`config.mk`:
```
export PLATFORM = sky130hd
export DESIGN_NAME = mem_port_arbiter
export DESIGN_NICKNAME = d
export VERILOG_FILES = /design/src/rtl/mem_port_arbiter.sv
export SDC_FILE = /design/constraint.sdc
export NUM_CORES = 1
export LEC_CHECK = 0
export ABC_AREA = 1
export CAP_MARGIN = 20
export CORE_AREA = 2 2 398 400
export CTS_BUF_LIST = sky130_fd_sc_hd__clkbuf_16
export DETAILED_ROUTE_END_ITERATION = 8
export DIE_AREA = 0 0 400 402
export GPL_TIMING_DRIVEN = 0
export HOLD_SLACK_MARGIN = 0.05
export PLACE_DENSITY = 0.3
export SKIP_CTS_REPAIR_TIMING = 1
export SYNTH_ARGS = -nofsm -noshare
export SYNTH_HDL_FRONTEND = slang
export SYNTH_SLANG_ARGS = --single-unit
export TNS_END_PERCENT = 5
```
`constraint.sdc`:
```
create_clock -name clk -period 1.38 [get_ports clk]
set_clock_uncertainty 0.2 [all_clocks]
set_input_delay 0.138 -clock clk [delete_from_list [all_inputs] [get_ports clk]]
set_output_delay 0.138 -clock clk [all_outputs]
set_load 0.03 [all_outputs]
```
`src/rtl/mem_port_arbiter.sv`:
```
// Two-source round-robin arbiter sharing one memory bridge port, one transaction in flight.
// Optional perf counters (grants per source, conflict cycles) when MEM_ARB_PERF_CNT_EN is defined.
module mem_port_arbiter #(
  parameter int ADDR_WIDTH = 64,
  parameter int DATA_WIDTH = 128
) (
  input  logic                    clk,
  input  logic                    rstn,
  input  logic                    s0_req_valid,
  output logic                    s0_req_ready,
  input  logic                    s0_req_we,
  input  logic [ADDR_WIDTH-1:0]   s0_req_addr,
  input  logic [DATA_WIDTH-1:0]   s0_req_wdata,
  input  logic [DATA_WIDTH/8-1:0] s0_req_wmask,
  output logic                    s0_rsp_valid,
  output logic [DATA_WIDTH-1:0]   s0_rsp_rdata,
  input  logic                    s1_req_valid,
  output logic                    s1_req_ready,
  input  logic                    s1_req_we,
  input  logic [ADDR_WIDTH-1:0]   s1_req_addr,
  input  logic [DATA_WIDTH-1:0]   s1_req_wdata,
  input  logic [DATA_WIDTH/8-1:0] s1_req_wmask,
  output logic                    s1_rsp_valid,
  output logic [DATA_WIDTH-1:0]   s1_rsp_rdata,
  output logic                    m_req_valid,
  input  logic                    m_req_ready,
  output logic                    m_req_we,
  output logic [ADDR_WIDTH-1:0]   m_req_addr,
  output logic [DATA_WIDTH-1:0]   m_req_wdata,
  output logic [DATA_WIDTH/8-1:0] m_req_wmask,
  input  logic                    m_rsp_valid,
  input  logic [DATA_WIDTH-1:0]   m_rsp_rdata,
  output logic                    busy,
  output logic                    grant_id
`ifdef MEM_ARB_PERF_CNT_EN
  ,
  output logic [31:0]             perf_grant0,
  output logic [31:0]             perf_grant1,
  output logic [31:0]             perf_conflict
`endif
);

  localparam int MASK_W = DATA_WIDTH / 8;

  typedef enum logic [1:0] {IDLE = 2'd0, REQ = 2'd1, RSP = 2'd2} state_t;

  typedef struct packed {
    logic                  we;
    logic [ADDR_WIDTH-1:0] addr;
    logic [DATA_WIDTH-1:0] wdata;
    logic [MASK_W-1:0]     wmask;
  } mreq_t;

  state_t state_q, state_d;
  mreq_t  mreq_q;
  logic   last_grant_q;
  logic   grant_id_q;
  logic   any_valid;
  logic   both_valid;
  logic   sel;
  logic   take;

  // Conflicts alternate away from the previous winner; a lone requester always wins.
  always_comb begin
    any_valid  = s0_req_valid | s1_req_valid;
    both_valid = s0_req_valid & s1_req_valid;
    sel        = both_valid ? ~last_grant_q : s1_req_valid;
    take       = rstn && (state_q == IDLE) && any_valid;
  end

  always_ff @(posedge clk) begin
    if (!rstn) begin
      state_q      <= IDLE;
      mreq_q       <= '0;
      last_grant_q <= 1'b1;
      grant_id_q   <= 1'b0;
    end else begin
      state_q <= state_d;
      if (take) begin
        mreq_q       <= sel ? {s1_req_we, s1_req_addr, s1_req_wdata, s1_req_wmask}
                            : {s0_req_we, s0_req_addr, s0_req_wdata, s0_req_wmask};
        grant_id_q   <= sel;
        last_grant_q <= sel;
      end
    end
  end

  always_comb begin
    state_d      = state_q;
    s0_req_ready = 1'b0;
    s1_req_ready = 1'b0;
    s0_rsp_valid = 1'b0;
    s1_rsp_valid = 1'b0;
    m_req_valid  = 1'b0;
    case (state_q)
      IDLE: begin
        s0_req_ready = take && !sel;
        s1_req_ready = take &&  sel;
        if (any_valid) state_d = REQ;
      end
      REQ: begin
        m_req_valid = rstn;
        if (m_req_ready) state_d = RSP;
      end
      RSP: begin
        // Writes complete here too: the bridge acks them through m_rsp_valid.
        s0_rsp_valid = rstn && m_rsp_valid && !grant_id_q;
        s1_rsp_valid = rstn && m_rsp_valid &&  grant_id_q;
        if (m_rsp_valid) state_d = IDLE;
      end
      default: state_d = IDLE;
    endcase
  end

  assign s0_rsp_rdata = s0_rsp_valid ? m_rsp_rdata : '0;
  assign s1_rsp_rdata = s1_rsp_valid ? m_rsp_rdata : '0;
  assign m_req_we     = mreq_q.we;
  assign m_req_addr   = mreq_q.addr;
  assign m_req_wdata  = mreq_q.wdata;
  assign m_req_wmask  = mreq_q.wmask;
  assign busy         = rstn && (state_q != IDLE);
  assign grant_id     = grant_id_q;

`ifdef MEM_ARB_PERF_CNT_EN
  function automatic logic [31:0] sat_inc(input logic [31:0] v);
    return (v == 32'hFFFF_FFFF) ? v : v + 32'd1;
  endfunction

  always_ff @(posedge clk) begin
    if (!rstn) begin
      perf_grant0   <= '0;
      perf_grant1   <= '0;
      perf_conflict <= '0;
    end else begin
      if (take && !sel) perf_grant0 <= sat_inc(perf_grant0);
      if (take &&  sel) perf_grant1 <= sat_inc(perf_grant1);
      if ((state_q == IDLE) && both_valid) perf_conflict <= sat_inc(perf_conflict);
    end
  end
`endif

endmodule

```
==> impl_metrics.json <==
{
  "min_path_type": "in -> reg",
  "drt_iter0_markers": 956,
  "h-tree-depth": 2,
  "placed_cell_area_um2": 25700,
  "hp-start": "s0_req_wdata[17]",
  "crit_type": "reg -> out",
  "power_density_nw_per_um2": 1030,
  "synth_cell_types": 16,
  "maxCapViolCount": 0,
  "worst_pin_slew_ns": 1.01,
  "place_ws_ns": -1.94,
  "antenna_found_initial": 37,
  "area_growth_pct": 113,
  "clk_latency_ns": 0.56,
  "first_pass_iters": 5,
  "root_buffer": "clkbuf_16",
  "p_leak_uw": 0.0135,
  "postSynthCellCount": 2262,
  "syn_nets": 2814,
  "setup_violations": 684,
  "grt_first_pass_wirelength_um": 172000,
  "wire_per_inst_um": 24.6,
  "final_common_cell": "nand2_1",
  "finalPower_uw": 27800,
  "setup_ws_ns": -1.07,
  "post-route-util_pct": 17.2,
  "ir_drop_v": 0.000598,
  "path_max_fanout": 10,
  "critPathLaunchType": "register",
  "slew_violations": 0,
  "gp_congestion": 0.905,
  "die_h_um": 402,
  "io_buffers": 1021,
  "wirelength_um": 134000,
  "clk_path_buf_depth": 3,
  "slew_headroom_pct": 32.7,
  "critPathLaunch": "state_q[1]$_SDFFE_PN0P_",
  "cts_tree": "built",
  "p_sw_uw": 11100,
  "grt_pass1_vias": 18300,
  "rsz0062_at_grt": "yes",
  "postSynthRegisterBits": 213,
  "most-common-layout-cells": "nand2_1 (845), clkdlybuf4s50_1 (760), nand3_1 (418), inv_1 (348), dfxtp_1 (210)",
  "grt_overflow": 0,
  "intPower_uw": 16700,
  "ys_seq_area_share_pct": 33.6,
  "via_count": 18300,
  "place_hpwl_um": 116000,
  "cp.arrival_ns": 2.11,
  "switching_share_pct": 39.8,
  "fin_crit_sh_pct": 177,
  "drive_gt1_share_pct": 13.9,
  "p_clk_share_pct": 31.2,
  "fmax_mhz": 408,
  "ant_nets": 0,
  "grt_usage_pct": 16.0,
  "endpoint_kind": "output pin",
  "postSynthAreaPerCell_um2": 5.61,
  "cts.clk_slew.worst_paths_ns": 0.06,
  "die_w_um": 400,
  "fin_nets": 3920,
  "fin_crit_ns": 2.45,
  "cts_sinks": 213,
  "ys_warn_count": 0,
  "io_pins": 1024,
  "dieArea_um2": 161000,
  "viasPerCell": 3.35,
  "worstPathRequired_ns": 1.04,
  "grt_start_max_net_pins": 11,
  "final_cell_area_um2": 27000,
  "outcome": "finished, violations left",
  "synth_area_um2": 12700,
  "cts_made_buffers": 35,
  "start_util_pct": 8.08,
  "seqPwrFrac_pct": 28.4,
  "violations": "negative setup slack",
  "worstReg2RegStart": "state_q[0]$_SDFFE_PN0P_",
  "comb_power_share_pct": 40.4,
  "drc": 0,
  "num_rows": 146,
  "core_area_um2": 157000,
  "finalHoldViolCount": 0
}
-- per-layer routing --
metal	GRT usage, %	up-vias	share of wire (%)
met4	4.63	28	3.2
met3	4.03	138	6.5
met2	29.7	661	52
met5	0	-	0.14
li1	-	9002	-
met1	17.7	8459	38
-- stage by stage --
| step | hold WS [ns] | setup TNS (ns) | std cells |
|---|---|---|---|
| final | 0.0343 | -528.81 | 5467 |
| after detailed placement | 0.250 | -631.02 | 5355 |
| after global placement | 0.245 | -635.79 | 5355 |
| after global routing | 0.0502 | -619.78 | 5464 |
| after floorplan | 0.0383 | -74.05 | 2262 |
| after CTS | -0.0524 | -823.97 | 5415 |
-- flip-flops by register name (all words and copies together) (netlist names) --
signal and count:
state_q 2, m_req_addr 64, grant_id 1, m_req_we 1, last_grant_q 1, m_req_wmask 16
m_req_wdata 128
-- worst paths after layout --
| path | to | slack [ns] | cells after the start |
|---|---|---|---|
| worst max-delay path | s1_rsp_rdata[103] | -1.07 | 7 |
| worst min-delay path | m_req_wdata[17]$_SDFFE_PN0N_ | 0.03 | 5 |
| worst max register to register | m_req_wdata[95]$_SDFFE_PN0N_ | -1.02 | 9 |
| worst min register to register | last_grant_q$_SDFFE_PN1N_ | 0.27 | 2 |
-- Yosys cell counts --
library cell / number / area share (%)
buf_1: 5 / 0.15
nand2_1: 846 / 25
inv_1: 345 / 10
nor2_2: 1 / 0.049
nand3_1: 420 / 17
a21oi_1: 1 / 0.039
dfxtp_1: 213 / 34
o31ai_1: 1 / 0.059
nand3_2: 1 / 0.079
nor2_1: 265 / 7.8
buf_2: 70 / 2.8
buf_6: 11 / 0.98
buf_4: 2 / 0.12
clkbuf_1: 79 / 2.3
buf_8: 1 / 0.12
a22o_1: 1 / 0.069
-- final cells by class --
cell class	instances	area, µm²
antenna	4	10.0
buffer	168	948
clock buffer	35	876
clock inverter	25	171
fill	18300	130000
inverter	345	1290
multi-input combinational	1536	6780
sequential	213	4270
tap	2072	2590
timing repair buffer	1069	10100
-- critical path, stage by stage, from the launching register on --
cell and delay, ns:
dfxtp_2 0.36, inv_2 0.06, nor2_4 0.19, nand3_4 0.15, buf_12 0.20, buf_6 0.19, nor2_4 0.12, clkbuf_2 0.26
-- kinds of logic after synthesis --
| logic type | count (synthesis) | synth area share, % |
|---|---|---|
| AO/OA/AOI/OAI | 3 | 0.168 |
| buffers and inverters | 513 | 16.7 |
| AND/OR/NAND/NOR | 1533 | 49.6 |
| flip-flops | 213 | 33.6 |
-- power groups by stage --
stage                     Combinational [µW]  Clock [µW]  Sequential, µW
after floorplan                         2990           0           10100
after detailed placement               11200           0            8030
after CTS                              11300        9270            7910
after global placement                 11300           0            8000
after global routing                   12100        9370            8040
final                                  11200        8660            7910
Power figures use the tool's default switching activity.
